### src/rtl/uart_ascii_sender.sv
// rtl/uart_ascii_sender.sv - UART transmitter for a 9-character ASCII reading, MSD first, optional CR LF.
module uart_ascii_sender #(
  parameter int CLKS_PER_BIT = 5208,
  parameter int SEND_CRLF    = 1
) (
  input  logic        CLK,
  input  logic        RST,
  input  logic        Send,
  input  logic [71:0] Data_in,
  output logic        Busy,
  output logic        Done,
  output logic        Tx
);

  localparam int BAUD_W = (CLKS_PER_BIT > 1) ? $clog2(CLKS_PER_BIT) : 1;
  localparam logic [BAUD_W-1:0] BAUD_LAST = BAUD_W'(CLKS_PER_BIT - 1);
  localparam logic [3:0] LAST_IDX = (SEND_CRLF != 0) ? 4'd10 : 4'd8;

  // The "next character" decision is folded into the final stop-bit edge,
  // so it occupies no bit time and needs no state of its own.
  typedef enum logic [1:0] {
    IDLE  = 2'd0,
    START = 2'd1,
    DATA  = 2'd2,
    STOP  = 2'd3
  } state_t;

  state_t            state_q, state_d;
  logic [BAUD_W-1:0] baud_q, baud_d;
  logic [2:0]        bit_q, bit_d;
  logic [3:0]        idx_q, idx_d;
  logic [71:0]       shift_q, shift_d;
  logic              tx_q, tx_d;
  logic              done_q, done_d;
  logic [7:0]        cur_char;
  logic [2:0]        bit_nx;
  logic              baud_last;

  assign baud_last = (baud_q == BAUD_LAST);
  assign bit_nx    = bit_q + 3'd1;

  always_comb begin
    cur_char = shift_q[71:64];
    if (idx_q == 4'd9) cur_char = 8'h0D;
    else if (idx_q == 4'd10) cur_char = 8'h0A;
  end

  always_comb begin
    state_d = state_q;
    baud_d  = baud_q;
    bit_d   = bit_q;
    idx_d   = idx_q;
    shift_d = shift_q;
    tx_d    = 1'b1;
    done_d  = 1'b0;
    case (state_q)
      IDLE: begin
        if (Send) begin
          state_d = START;
          baud_d  = '0;
          bit_d   = 3'd0;
          idx_d   = 4'd0;
          shift_d = Data_in;
          tx_d    = 1'b0;
        end
      end
      START: begin
        tx_d   = 1'b0;
        baud_d = baud_q + 1'b1;
        if (baud_last) begin
          baud_d  = '0;
          bit_d   = 3'd0;
          state_d = DATA;
          tx_d    = cur_char[0];
        end
      end
      DATA: begin
        tx_d   = cur_char[bit_q];
        baud_d = baud_q + 1'b1;
        if (baud_last) begin
          baud_d = '0;
          if (bit_q == 3'd7) begin
            state_d = STOP;
            tx_d    = 1'b1;
          end else begin
            bit_d = bit_nx;
            tx_d  = cur_char[bit_nx];
          end
        end
      end
      STOP: begin
        tx_d   = 1'b1;
        baud_d = baud_q + 1'b1;
        if (baud_last) begin
          baud_d = '0;
          if (idx_q == LAST_IDX) begin
            state_d = IDLE;
            done_d  = 1'b1;
          end else begin
            state_d = START;
            idx_d   = idx_q + 4'd1;
            shift_d = {shift_q[63:0], 8'h00};
            tx_d    = 1'b0;
          end
        end
      end
      default: state_d = IDLE;
    endcase
  end

  always_ff @(posedge CLK) begin
    if (RST) begin
      state_q <= IDLE;
      baud_q  <= '0;
      bit_q   <= 3'd0;
      idx_q   <= 4'd0;
      shift_q <= '0;
      tx_q    <= 1'b1;
      done_q  <= 1'b0;
    end else begin
      state_q <= state_d;
      baud_q  <= baud_d;
      bit_q   <= bit_d;
      idx_q   <= idx_d;
      shift_q <= shift_d;
      tx_q    <= tx_d;
      done_q  <= done_d;
    end
  end

  assign Busy = (state_q != IDLE);
  assign Done = done_q;
  assign Tx   = tx_q;

endmodule

### config.mk
export PLATFORM = sky130hd
export DESIGN_NAME = uart_ascii_sender
export DESIGN_NICKNAME = d
export VERILOG_FILES = /design/src/rtl/uart_ascii_sender.sv
export SDC_FILE = /design/constraint.sdc
export NUM_CORES = 1
export LEC_CHECK = 0
export BUFFER_PORTS_ARGS = -buffer_cell sky130_fd_sc_hd__buf_4
export CAP_MARGIN = 20
export CORE_UTILIZATION = 55
export CTS_CLUSTER_DIAMETER = 60
export CTS_CLUSTER_SIZE = 28
export DETAILED_ROUTE_END_ITERATION = 7
export PLACE_DENSITY = 0.79
export SLEW_MARGIN = 20
export SYNTH_ARGS = -nofsm -noshare
export SYNTH_HDL_FRONTEND = slang
export SYNTH_SLANG_ARGS = --single-unit
### constraint.sdc
create_clock -name CLK -period 2.7 [get_ports CLK]
set_clock_uncertainty 0.1 [all_clocks]
set_input_delay 0.405 -clock CLK [delete_from_list [all_inputs] [get_ports CLK]]
set_output_delay 0.405 -clock CLK [all_outputs]
set_load 0.02 [all_outputs]
==> results by group, run 1 <==
Status
  – Status: finished, final reports clean

Worst setup path
  – Crit path from: baud_q[0]$_SDFFE_PP0P_
  – CP peak stage delay: 0.39 ns
  – Critical Path End Type: flip-flop
  – Worst EP required: 2.87 ns
  – Slowest cell on crit path: dfxtp_1
  – Crit Path Class: reg -> reg
  – Worst setup SP type: flip-flop
  – Crit Path Max Fanout: 17
  – Cell Chain, Critical Path: ha_1, nor4b_4, nand4_1, a21oi_4, buf_12, buf_4, nor2_1, a211oi_1
  – Reg2reg start: baud_q[0]$_SDFFE_PP0P_
  – Critical path arrival: 2.49 ns

Die
  – Die footprint: 8520 sq um
  – Row count: 32
  – Core area: 7810 sq um
  – Die Span Y: 92.3 um
  – Initial Utilization: 57.5%
  – Die W: 92.3 um
  – IO Pins: 78

STA
  – Hold Vio Cnt, Final: 0
  – Unrepaired setup endpoints after global routing: no
  – Slew @ Worst Pin: 1.00 ns
  – Tcrit/Tclk final: 86.0%
  – Total negative slack: 0 ns
  – Slew headroom: 32.6%
  – Fmax achieved: 430 MHz
  – # setup viols final: 0
  – Final slew viol count: 0
  – Final worst setup slack: 0.377 ns
  – Post-layout min period: 2.32 ns

Route
  – Avg Vias per Cell: 5.57
  – DRT Pass-1 Iters: 4
  – Via count: 3,624
  – Antenna Nets Post-Route: 0
  – Initial DRC count: 149
  – Routed wire length: 9.19 mm
  – DRC Markers: 0
  – DR WL/cell: 14.1 um

Cells and area
  – Area growth syn-to-layout: 20.3%
  – Layout Nets: 630
  – Antenna Cells: 0
  – Design area: 5400 sq um
  – Layout cells sized above 1: 20.0%
  – Area occupied by registers: 1920 sq um
  – Post-Layout Cell Count: 651
  – Fillers: 637
  – Area of the multi-input gates: 2420 sq um

Yosys
  – Mapped Avg Cell Area: 9.35 sq um
  – Most frequent cell after synthesis: dfxtp_1
  – Syn Inst Count: 480
  – Post-Synth XOR/XNOR Area: 2.54%
  – Post-synth EDFFs: 0
  – Synth warn: 0
  – Sequential share of the synthesized area: 42.8%
  – Synth Area in Compound Gates: 17.0%
  – Multiplexer share of the synthesized area: 16.0%
  – Top post-synthesis cells by count: 96 x dfxtp_1, 92 x nor2_1, 67 x a211oi_1, 66 x mux2i_1, 16 x clkbuf_1
  – Largest family of logic cells by synthesized area: compound AO/OA/AOI/OAI gates
  – Top cells by area, synth: dfxtp_1 43%, mux2i_1 15%, a211oi_1 11%
  – Synth Area in Simple Gates: 14.8%
  – Synth cell types: 40
  – Synthesized area: 4490 sq um
  – Top_reg_cell synth: dfxtp_1
  – Synth async-reset ratio: 0%
  – Yosys top cell area share: 42.8%
  – Synthesized net count: 566
  – Adder-Cell Fraction of Synth Area: 3.07%
  – FF+latch count, synth: 96
  – Yosys top cell by area: dfxtp_1

Global routing
  – Pin count of the biggest net entering global routing: 80
  – First-pass GRT wire length: 15.5 mm
  – Aggregate global-route resource usage: 22.4%
  – GR Overflow Total: 0
  – Initial antenna violation count: 0
  – Vias in the first global route: 3,403

Clock tree
  – Clock tree buffer depth: 2
  – Cts repair resizes: 0
  – Clock transition at path regs: 0.10 ns
  – Total CTS buffers: 9
  – # Post-CTS Setup Buffers: 0
  – Clk_lat worst skew: 0.36 ns
  – CTS H-tree depth: 3
  – Clk sink count: 96
  – Clk root buf: clkbuf_8
  – Clock tree from TritonCTS: built
  – Hold-fix buffers, CTS: 0

Power
  – Leakage: 2.02 nW
  – Clock power share: 17.2%
  – Switching share of power: 37.6%
  – Peak VDD IR: 0.000559 V
  – Reg power frac: 42.1%
  – Cell Pwr Density: 1020 nW/um^2
  – Logic pwr share: 40.7%
  – Internal Pwr Total: 0.00343 W
  – Switching pwr: 0.00207 W

Placement
  – IO Port Bufs: 77
  – DP HPWL: 6.45 mm
  – GPL Wtd Cong: 0.820
  – Placed inst area: 5200 sq um
  – Inst Count DP: 635
  – Place WS: 0.384 ns

Run
  – Max cap viols: 0

Min path
  – Worst hold start: Data_in[0]
  – Hold WC Path Type: in -> reg
[cell type report]
| cell class | instances | share of cell area, % |
|---|---|---|
| multi-input combinational | 344 | 44.8 |
| sequential | 96 | 35.6 |
| timing repair buffer | 87 | 13.3 |
| tap | 102 | 2.36 |
| clock buffer | 9 | 2.29 |
| clock inverter | 7 | 1.30 |
| inverter | 6 | 0.417 |
[routing by layer]
| layer | routed length [um] | track usage, % | vias to the layer above | share of wire (%) |
|---|---|---|---|---|
| met5 | 0 | 0 | - | 0 |
| met4 | 161 | 9.24 | 0 | 1.8 |
| met3 | 415 | 4.35 | 15 | 4.5 |
| met2 | 4350 | 36.4 | 71 | 47 |
| met1 | 4260 | 29.2 | 1669 | 46 |
| li1 | - | - | 1869 | - |
[cells in the final DEF, fill, tap and decap left out, types with 4 or more instances in the layout]
cell type,instances
inv_1,6
nand3_1,8
o21ai_0,9
nand2b_1,4
buf_4,82
xor2_1,8
ha_1,10
mux2i_1,66
a22o_1,8
xnor2_1,5
a211oi_1,67
nor3_1,4
nand2_1,15
nor2_1,92
buf_12,5
dfxtp_1,96
a21oi_1,12
nand4_1,6
clkbuf_8,9
[worst max-delay path: cells and delay by family, from the launching register on]
kind	cells	cell delay, ns
adders and majority gates	1	0.22
DFF	1	0.39
buffers and inverters	2	0.39
AOI/OAI and AO/OA	2	0.59
and+or+nand+nor	3	0.55
[per-stage QoR]
| step | total power [W] | hold WS [ns] | utilization [%] |
|---|---|---|---|
| floorplan | 0.00392 | 0.344 | - |
| global placement | 0.00450 | 0.363 | 66.7 |
| detailed placement | 0.00459 | 0.366 | 66.7 |
| CTS | 0.00552 | 0.142 | 69.1 |
| global route | 0.00590 | 0.149 | 69.1 |
| finish | 0.00550 | 0.148 | 69.1 |
[registers in the layout (all words and copies together) (netlist names)]
register,flops
shift_q,72
Done,1
Tx,1
state_q,2
idx_q,4
bit_q,3
baud_q,13
[logic make-up (layout without fill, tap and decap cells)]
logic type / Yosys count / after routing
flops: 96 / 96
simple gates: 145 / 145
fa+ha+maj: 11 / 11
xor+xnor: 13 / 13
compound gates: 106 / 106
buf+inv: 40 / 109
mux: 69 / 69
[power groups by stage]
stage / Combinational, W / Sequential, W / Clock, W
finish: 0.00224 / 0.00231 / 0.000949
global route: 0.00249 / 0.00239 / 0.00101
CTS: 0.00224 / 0.00232 / 0.000961
detailed placement: 0.00225 / 0.00235 / 0
global placement: 0.00217 / 0.00233 / 0
floorplan: 0.00167 / 0.00225 / 0
[final timing paths]
kind                               to  slack (ns)  depth (start not counted)
max          shift_q[32]$_SDFFE_PP0P_        0.38                          8
min           shift_q[0]$_SDFFE_PP0P_        0.15                          2
max reg2reg  shift_q[32]$_SDFFE_PP0P_        0.38                          8
min reg2reg    baud_q[1]$_SDFFE_PP0P_        0.38                          2
Power figures use the tool's default switching activity.
==> run 2, diff against run 1 <==
PLACE_DENSITY = 0.76   (was 0.79)
==> results by group, run 2 (synthesis gave the netlist of run 1 again) <==
Cells and area
  – Antenna Cells: 0 (unchanged)
  – Layout Nets: 629 (was 630)
  – Design area: 5370 sq um (was 5400 sq um)
  – Area growth syn-to-layout: 19.6% (was 20.3%)
  – Largest regs: shift_q: 72 flops, baud_q: 13 flops, idx_q: 4 flops (unchanged)
  – Layout cells sized above 1: 19.6% (was 20.0%)
  – Largest register by flop count: shift_q (unchanged)
  – Most common cell after layout, fill and taps aside: dfxtp_1 (unchanged)
  – Commonest cells after routing, fill and taps aside: 96 x dfxtp_1, 92 x nor2_1, 84 x buf_4 (was 96 x dfxtp_1, 92 x nor2_1, 82 x buf_4)
  – Max reg flops: 72 (unchanged)

Clock tree
  – Cts repair resizes: 0 (unchanged)
  – Clk_lat worst skew: 0.36 ns (about the same)
  – # Post-CTS Setup Buffers: 0 (unchanged)
  – Clock tree buffer depth: 2 (unchanged)
  – Clk root buf: clkbuf_8 (unchanged)
  – CTS H-tree depth: 3 (unchanged)
  – Clk sink count: 96 (unchanged)
  – Clock transition at path regs: 0.09 ns (was 0.10 ns)
  – Clock tree from TritonCTS: built (unchanged)
  – Hold-fix buffers, CTS: 0 (unchanged)
  – Total CTS buffers: 9 (unchanged)

Route
  – DR WL/cell: 14.8 um (was 14.1 um)
  – Avg Vias per Cell: 5.60 (was 5.57)
  – Via count: 3,634 (was 3,624)
  – DRC Markers: 0 (unchanged)
  – Initial DRC count: 135 (was 149)
  – Routed wire length: 9.58 mm (was 9.19 mm)
  – DRT Pass-1 Iters: 4 (unchanged)
  – Antenna Nets Post-Route: 0 (unchanged)

Die
  – Core area: 7810 sq um (unchanged)
  – Die footprint: 8520 sq um (unchanged)
  – Initial Utilization: 57.5% (unchanged)
  – Die W: 92.3 um (unchanged)
  – Row count: 32 (unchanged)
  – IO Pins: 78 (unchanged)
  – Die Span Y: 92.3 um (unchanged)

Global routing
  – First-pass GRT wire length: 16.1 mm (was 15.5 mm)
  – Vias in the first global route: 3,515 (was 3,403)
  – Aggregate global-route resource usage: 23.4% (was 22.4%)
  – Initial antenna violation count: 0 (unchanged)
  – Pin count of the biggest net entering global routing: 61 (was 80)
  – GR Overflow Total: 0 (unchanged)

STA
  – Total negative slack: 0 ns (unchanged)
  – Hold Vio Cnt, Final: 0 (unchanged)
  – Tcrit/Tclk final: 86.3% (was 86.0%)
  – Slew @ Worst Pin: 0.988 ns (was 1.00 ns)
  – Final slew viol count: 0 (unchanged)
  – Unrepaired setup endpoints after global routing: no (unchanged)
  – Fmax achieved: 429 MHz (was 430 MHz)
  – # setup viols final: 0 (unchanged)
  – Post-layout min period: 2.33 ns (was 2.32 ns)
  – Slew headroom: 33.6% (was 32.6%)

Run
  – Max cap viols: 0 (unchanged)

Worst setup path
  – Crit Path Class: reg -> reg (unchanged)
  – Crit Path Max Fanout: 59 (was 17)
  – R2R cell count: 4 (was 8)
  – Critical path arrival: 2.48 ns (was 2.49 ns)
  – RR Endpoint: state_q[0]$_SDFFE_PP0P_ (was shift_q[32]$_SDFFE_PP0P_)
  – Critical Path End Type: flip-flop (unchanged)
  – Reg2reg start: state_q[1]$_SDFFE_PP0P_ (was baud_q[0]$_SDFFE_PP0P_)
  – FF-to-FF setup slack: 0.37 ns (was 0.38 ns)
  – Worst EP required: 2.85 ns (was 2.87 ns)
  – Worst setup SP type: flip-flop (unchanged)

Power
  – Cell Pwr Density: 1020 nW/um^2 (about the same)
  – Leakage: 2.01 nW (was 2.02 nW)
  – Peak VDD IR: 0.000603 V (was 0.000559 V)

Status
  – Status: finished, final reports clean (unchanged)

Placement
  – GPL Wtd Cong: 0.818 (was 0.820)
  – DP HPWL: 6.70 mm (was 6.45 mm)
  – IO Port Bufs: 77 (unchanged)
  – Placed inst area: 5160 sq um (was 5200 sq um)

Min path
  – Endpoint, Worst Hold: shift_q[2]$_SDFFE_PP0P_ (was shift_q[0]$_SDFFE_PP0P_)
  – Hold WC Path Type: in -> reg (unchanged)
  – Worst hold path depth: 2 (unchanged)
  – Worst hold start: Data_in[2] (was Data_in[0])
## run 2: through the flow
| stage | hold WS (ns) | util (%) | instances | worst slack, ns | power (W) |
|---|---|---|---|---|---|
| after global placement | 0.355 | 66.1 | 634 | 0.493 | 0.00440 |
| final | 0.151 | 68.8 | 649 | 0.370 | 0.00547 |
| after CTS | 0.143 | 68.8 | 649 | 0.366 | 0.00550 |
| after global routing | 0.145 | 68.8 | 649 | 0.226 | 0.00590 |
| after floorplan | 0.344 | - | 480 | 0.644 | 0.00392 |
| after detailed placement | 0.364 | 66.1 | 634 | 0.436 | 0.00448 |
## run 2: worst max path at each step
stage | cells after the start | slack [ns] | startpoint | endpoint
detailed placement | 4 | 0.44 | state_q[1]$_SDFFE_PP0P_ | state_q[0]$_SDFFE_PP0P_
global route | 7 | 0.23 | baud_q[0]$_SDFFE_PP0P_ | shift_q[66]$_SDFFE_PP0P_
finish | 4 | 0.37 | state_q[1]$_SDFFE_PP0P_ | state_q[0]$_SDFFE_PP0P_
floorplan | 10 | 0.64 | state_q[0]$_SDFFE_PP0P_ | idx_q[3]$_SDFFE_PP0P_
CTS | 4 | 0.37 | state_q[1]$_SDFFE_PP0P_ | state_q[0]$_SDFFE_PP0P_
global placement | 4 | 0.49 | state_q[1]$_SDFFE_PP0P_ | state_q[0]$_SDFFE_PP0P_
## run 2: cell type report
class,count,area (sq um)
clock inverters,5,81.3
flip-flops and latches,96,1920
well taps,102,128
multi-input cells,344,2420
clock buffers,10,128
repair buffers,86,671
fillers,638,2440
inverters,6,22.5
## run 2: worst max-delay path, stage by stage, from the launching register on
cell,delay (ns)
dfxtp_1,0.43
ha_4,0.33
buf_4,0.79
a211oi_1,0.19
a221oi_1,0.37
## run 2: metal layers
layer  GRT usage [%]  part of all wire [%]  routed length [um]  up-vias
met4            8.20                  0.74                  71        0
met1            30.6                    46                4440     1689
li1                -                     -                   -     1873
met2            38.1                    48                4600       65
met5               0                     0                   0        -
met3            4.76                   4.9                 465        7
## run 2: power by group
group | internal [W] | switching (W)
combinational | 0.000917 | 0.00122
clock | 0.000519 | 0.000490
sequential | 0.00199 | 0.000336
total | 0.00342 | 0.00204
==> run 3, diff against run 2 <==
RECOVER_POWER = 100   (was unset)
SKIP_LAST_GASP = 1   (was unset)
clock period = 2.2 ns   (was 2.7 ns; I/O delays follow)
==> results by group, run 3 (synthesis gave the netlist of run 1 again) <==
Cells and area
  – Commonest cells after routing, fill and taps aside: 94 x dfxtp_1, 94 x buf_4, 92 x nor2_1 (was 96 x dfxtp_1, 92 x nor2_1, 84 x buf_4)
  – Post-Layout Cell Count: 666 (was 649)
  – Area occupied by registers: 1920 sq um (about the same)
  – Antenna Cells: 0 (unchanged)
  – Layout cells sized above 1: 22.5% (was 19.6%)
  – Layout Nets: 645 (was 629)
  – Largest regs: shift_q: 72 flops, baud_q: 13 flops, idx_q: 4 flops (unchanged)
  – Area of the multi-input gates: 2420 sq um (about the same)
  – Largest register by flop count: shift_q (unchanged)
  – Max reg flops: 72 (unchanged)
  – Area growth syn-to-layout: 24.5% (was 19.6%)
  – Fillers: 598 (was 638)

Worst setup path
  – Critical path arrival: 2.26 ns (was 2.48 ns)
  – Worst EP required: 2.36 ns (was 2.85 ns)
  – Crit Path Class: reg -> reg (unchanged)
  – Critical Path End Type: flip-flop (unchanged)
  – Crit Path Max Fanout: 13 (was 59)
  – FF-to-FF setup slack: 0.10 ns (was 0.37 ns)
  – Worst setup SP type: flip-flop (unchanged)

STA
  – Post-layout min period: 2.10 ns (was 2.33 ns)
  – Fmax achieved: 477 MHz (was 429 MHz)
  – Slew headroom: 59.1% (was 33.6%)
  – Tcrit/Tclk final: 95.3% (was 86.3%)
  – Slew @ Worst Pin: 0.610 ns (was 0.988 ns)
  – # setup viols final: 0 (unchanged)
  – Unrepaired setup endpoints after global routing: yes (was no)
  – Final slew viol count: 0 (unchanged)
  – Total negative slack: 0 ns (unchanged)
  – Hold Vio Cnt, Final: 0 (unchanged)

Placement
  – DP HPWL: 6.78 mm (was 6.70 mm)
  – IO Port Bufs: 77 (unchanged)
  – GPL Wtd Cong: 0.826 (was 0.818)
  – Inst Count DP: 646 (was 634)

Clock tree
  – Clock tree buffer depth: 2 (unchanged)
  – Total CTS buffers: 9 (unchanged)
  – Clock transition at path regs: 0.09 ns (about the same)
  – Clk_lat worst skew: 0.35 ns (was 0.36 ns)
  – Clk sink count: 96 (unchanged)
  – Clock tree from TritonCTS: built (unchanged)
  – Clk root buf: clkbuf_8 (unchanged)
  – CTS H-tree depth: 3 (unchanged)

Global routing
  – Initial antenna violation count: 0 (unchanged)
  – First-pass GRT wire length: 16.3 mm (was 16.1 mm)
  – Aggregate global-route resource usage: 23.7% (was 23.4%)
  – Pin count of the biggest net entering global routing: 47 (was 61)
  – Vias in the first global route: 3,649 (was 3,515)
  – GR Overflow Total: 0 (unchanged)

Route
  – Routed wire length: 9.64 mm (was 9.58 mm)
  – Via count: 3,711 (was 3,634)
  – DR WL/cell: 14.5 um (was 14.8 um)
  – DRC Markers: 0 (unchanged)
  – DRT Pass-1 Iters: 4 (unchanged)
  – Initial DRC count: 119 (was 135)
  – Avg Vias per Cell: 5.57 (was 5.60)
  – Antenna Nets Post-Route: 0 (unchanged)

Die
  – Die footprint: 8520 sq um (unchanged)
  – Core area: 7810 sq um (unchanged)
  – Die Span Y: 92.3 um (unchanged)
  – Row count: 32 (unchanged)
  – Die W: 92.3 um (unchanged)
  – Initial Utilization: 57.5% (unchanged)
  – IO Pins: 78 (unchanged)

Power
  – Clock power share: 19.5% (was 18.5%)
  – Leakage: 2.12 nW (was 2.01 nW)
  – Cell Pwr Density: 1290 nW/um^2 (was 1020 nW/um^2)
  – Internal Pwr Total: 0.00462 W (was 0.00342 W)
  – Switching share of power: 36.0% (was 37.4%)
  – Reg power frac: 39.3% (was 42.5%)
  – Logic pwr share: 41.2% (was 39.0%)
  – Switching pwr: 0.00259 W (was 0.00204 W)
  – Peak VDD IR: 0.000817 V (was 0.000603 V)

Run
  – Max cap viols: 0 (unchanged)

Status
  – Status: finished, final reports clean (unchanged)

Min path
  – Hold WC Path Type: in -> reg (unchanged)
[run 3: cell types whose count changed in the layout (fill, tap and decap cells not counted), moves of 2 or more]
cell and change:
buf_4 +10, buf_12 +4, dfxtp_1 -2, dfxtp_2 +2
[run 3: per-layer routing]
metal  global-route usage, %  vias to the layer above  wire length, um
li1                        -                     1897                -
met1                    28.9                     1729             4220
met2                    41.2                       81             4870
met3                    6.65                        4              503
met4                    5.21                        0               44
met5                       0                        -                0
[run 3: final timing paths]
| kind | endpoint | startpoint | cells past startpoint |
|---|---|---|---|
| worst max-delay path | shift_q[25]$_SDFFE_PP0P_ | baud_q[1]$_SDFFE_PP0P_ | 8 |
| worst min-delay path | shift_q[3]$_SDFFE_PP0P_ | Data_in[3] | 2 |
| worst max register to register | shift_q[25]$_SDFFE_PP0P_ | baud_q[1]$_SDFFE_PP0P_ | 8 |
| worst min register to register | baud_q[1]$_SDFFE_PP0P_ | baud_q[1]$_SDFFE_PP0P_ | 2 |
[run 3: power by group through the flow]
stage	sequential (W)	clock [W]	combinational (W)
CTS	0.00283	0.00143	0.00293
finish	0.00284	0.00141	0.00297
global placement	0.00284	0	0.00282
floorplan	0.00276	0	0.00205
global route	0.00293	0.00153	0.00332
detailed placement	0.00286	0	0.00291
[run 3: area by class of cell]
type	instances	area share [%]
repair buffers	102	14.9
multi-input cells	344	43.4
inverters	6	0.403
flip-flops and latches	96	34.5
well taps	102	2.29
clock buffers	10	2.46
clock inverters	6	2.06
[run 3: repair_timing]
item                                    in CTS  in global routing
setup buffers                                0                  4
resized for setup                            0                  4
endpoints found under the setup margin       0                 66
hold buffers                                 0                  0
[run 3: per-stage QoR]
stage          power [W]  worst slack (ns)  util, %  instance area (sq um)  hold slack, ns
3_3_place_gp     0.00566             0.143     67.9                   5300           0.350
4_1_cts          0.00719           0.00465     71.1                   5550          0.0655
3_5_place_dp     0.00578            0.0416     67.9                   5300           0.363
5_1_grt          0.00778           -0.0270     71.5                   5580          0.0596
2_1_floorplan    0.00481             0.144        -                   4490           0.344
6_report         0.00722             0.104     71.5                   5580          0.0781
[run 3: worst max-delay path: stages, from the launching register on]
cell	delay, ns
dfxtp_1	0.36
ha_1	0.20
nor4b_4	0.25
nand4_1	0.21
a21oi_4	0.25
buf_12	0.17
buf_4	0.18
nor2_1	0.06
a211oi_1	0.22
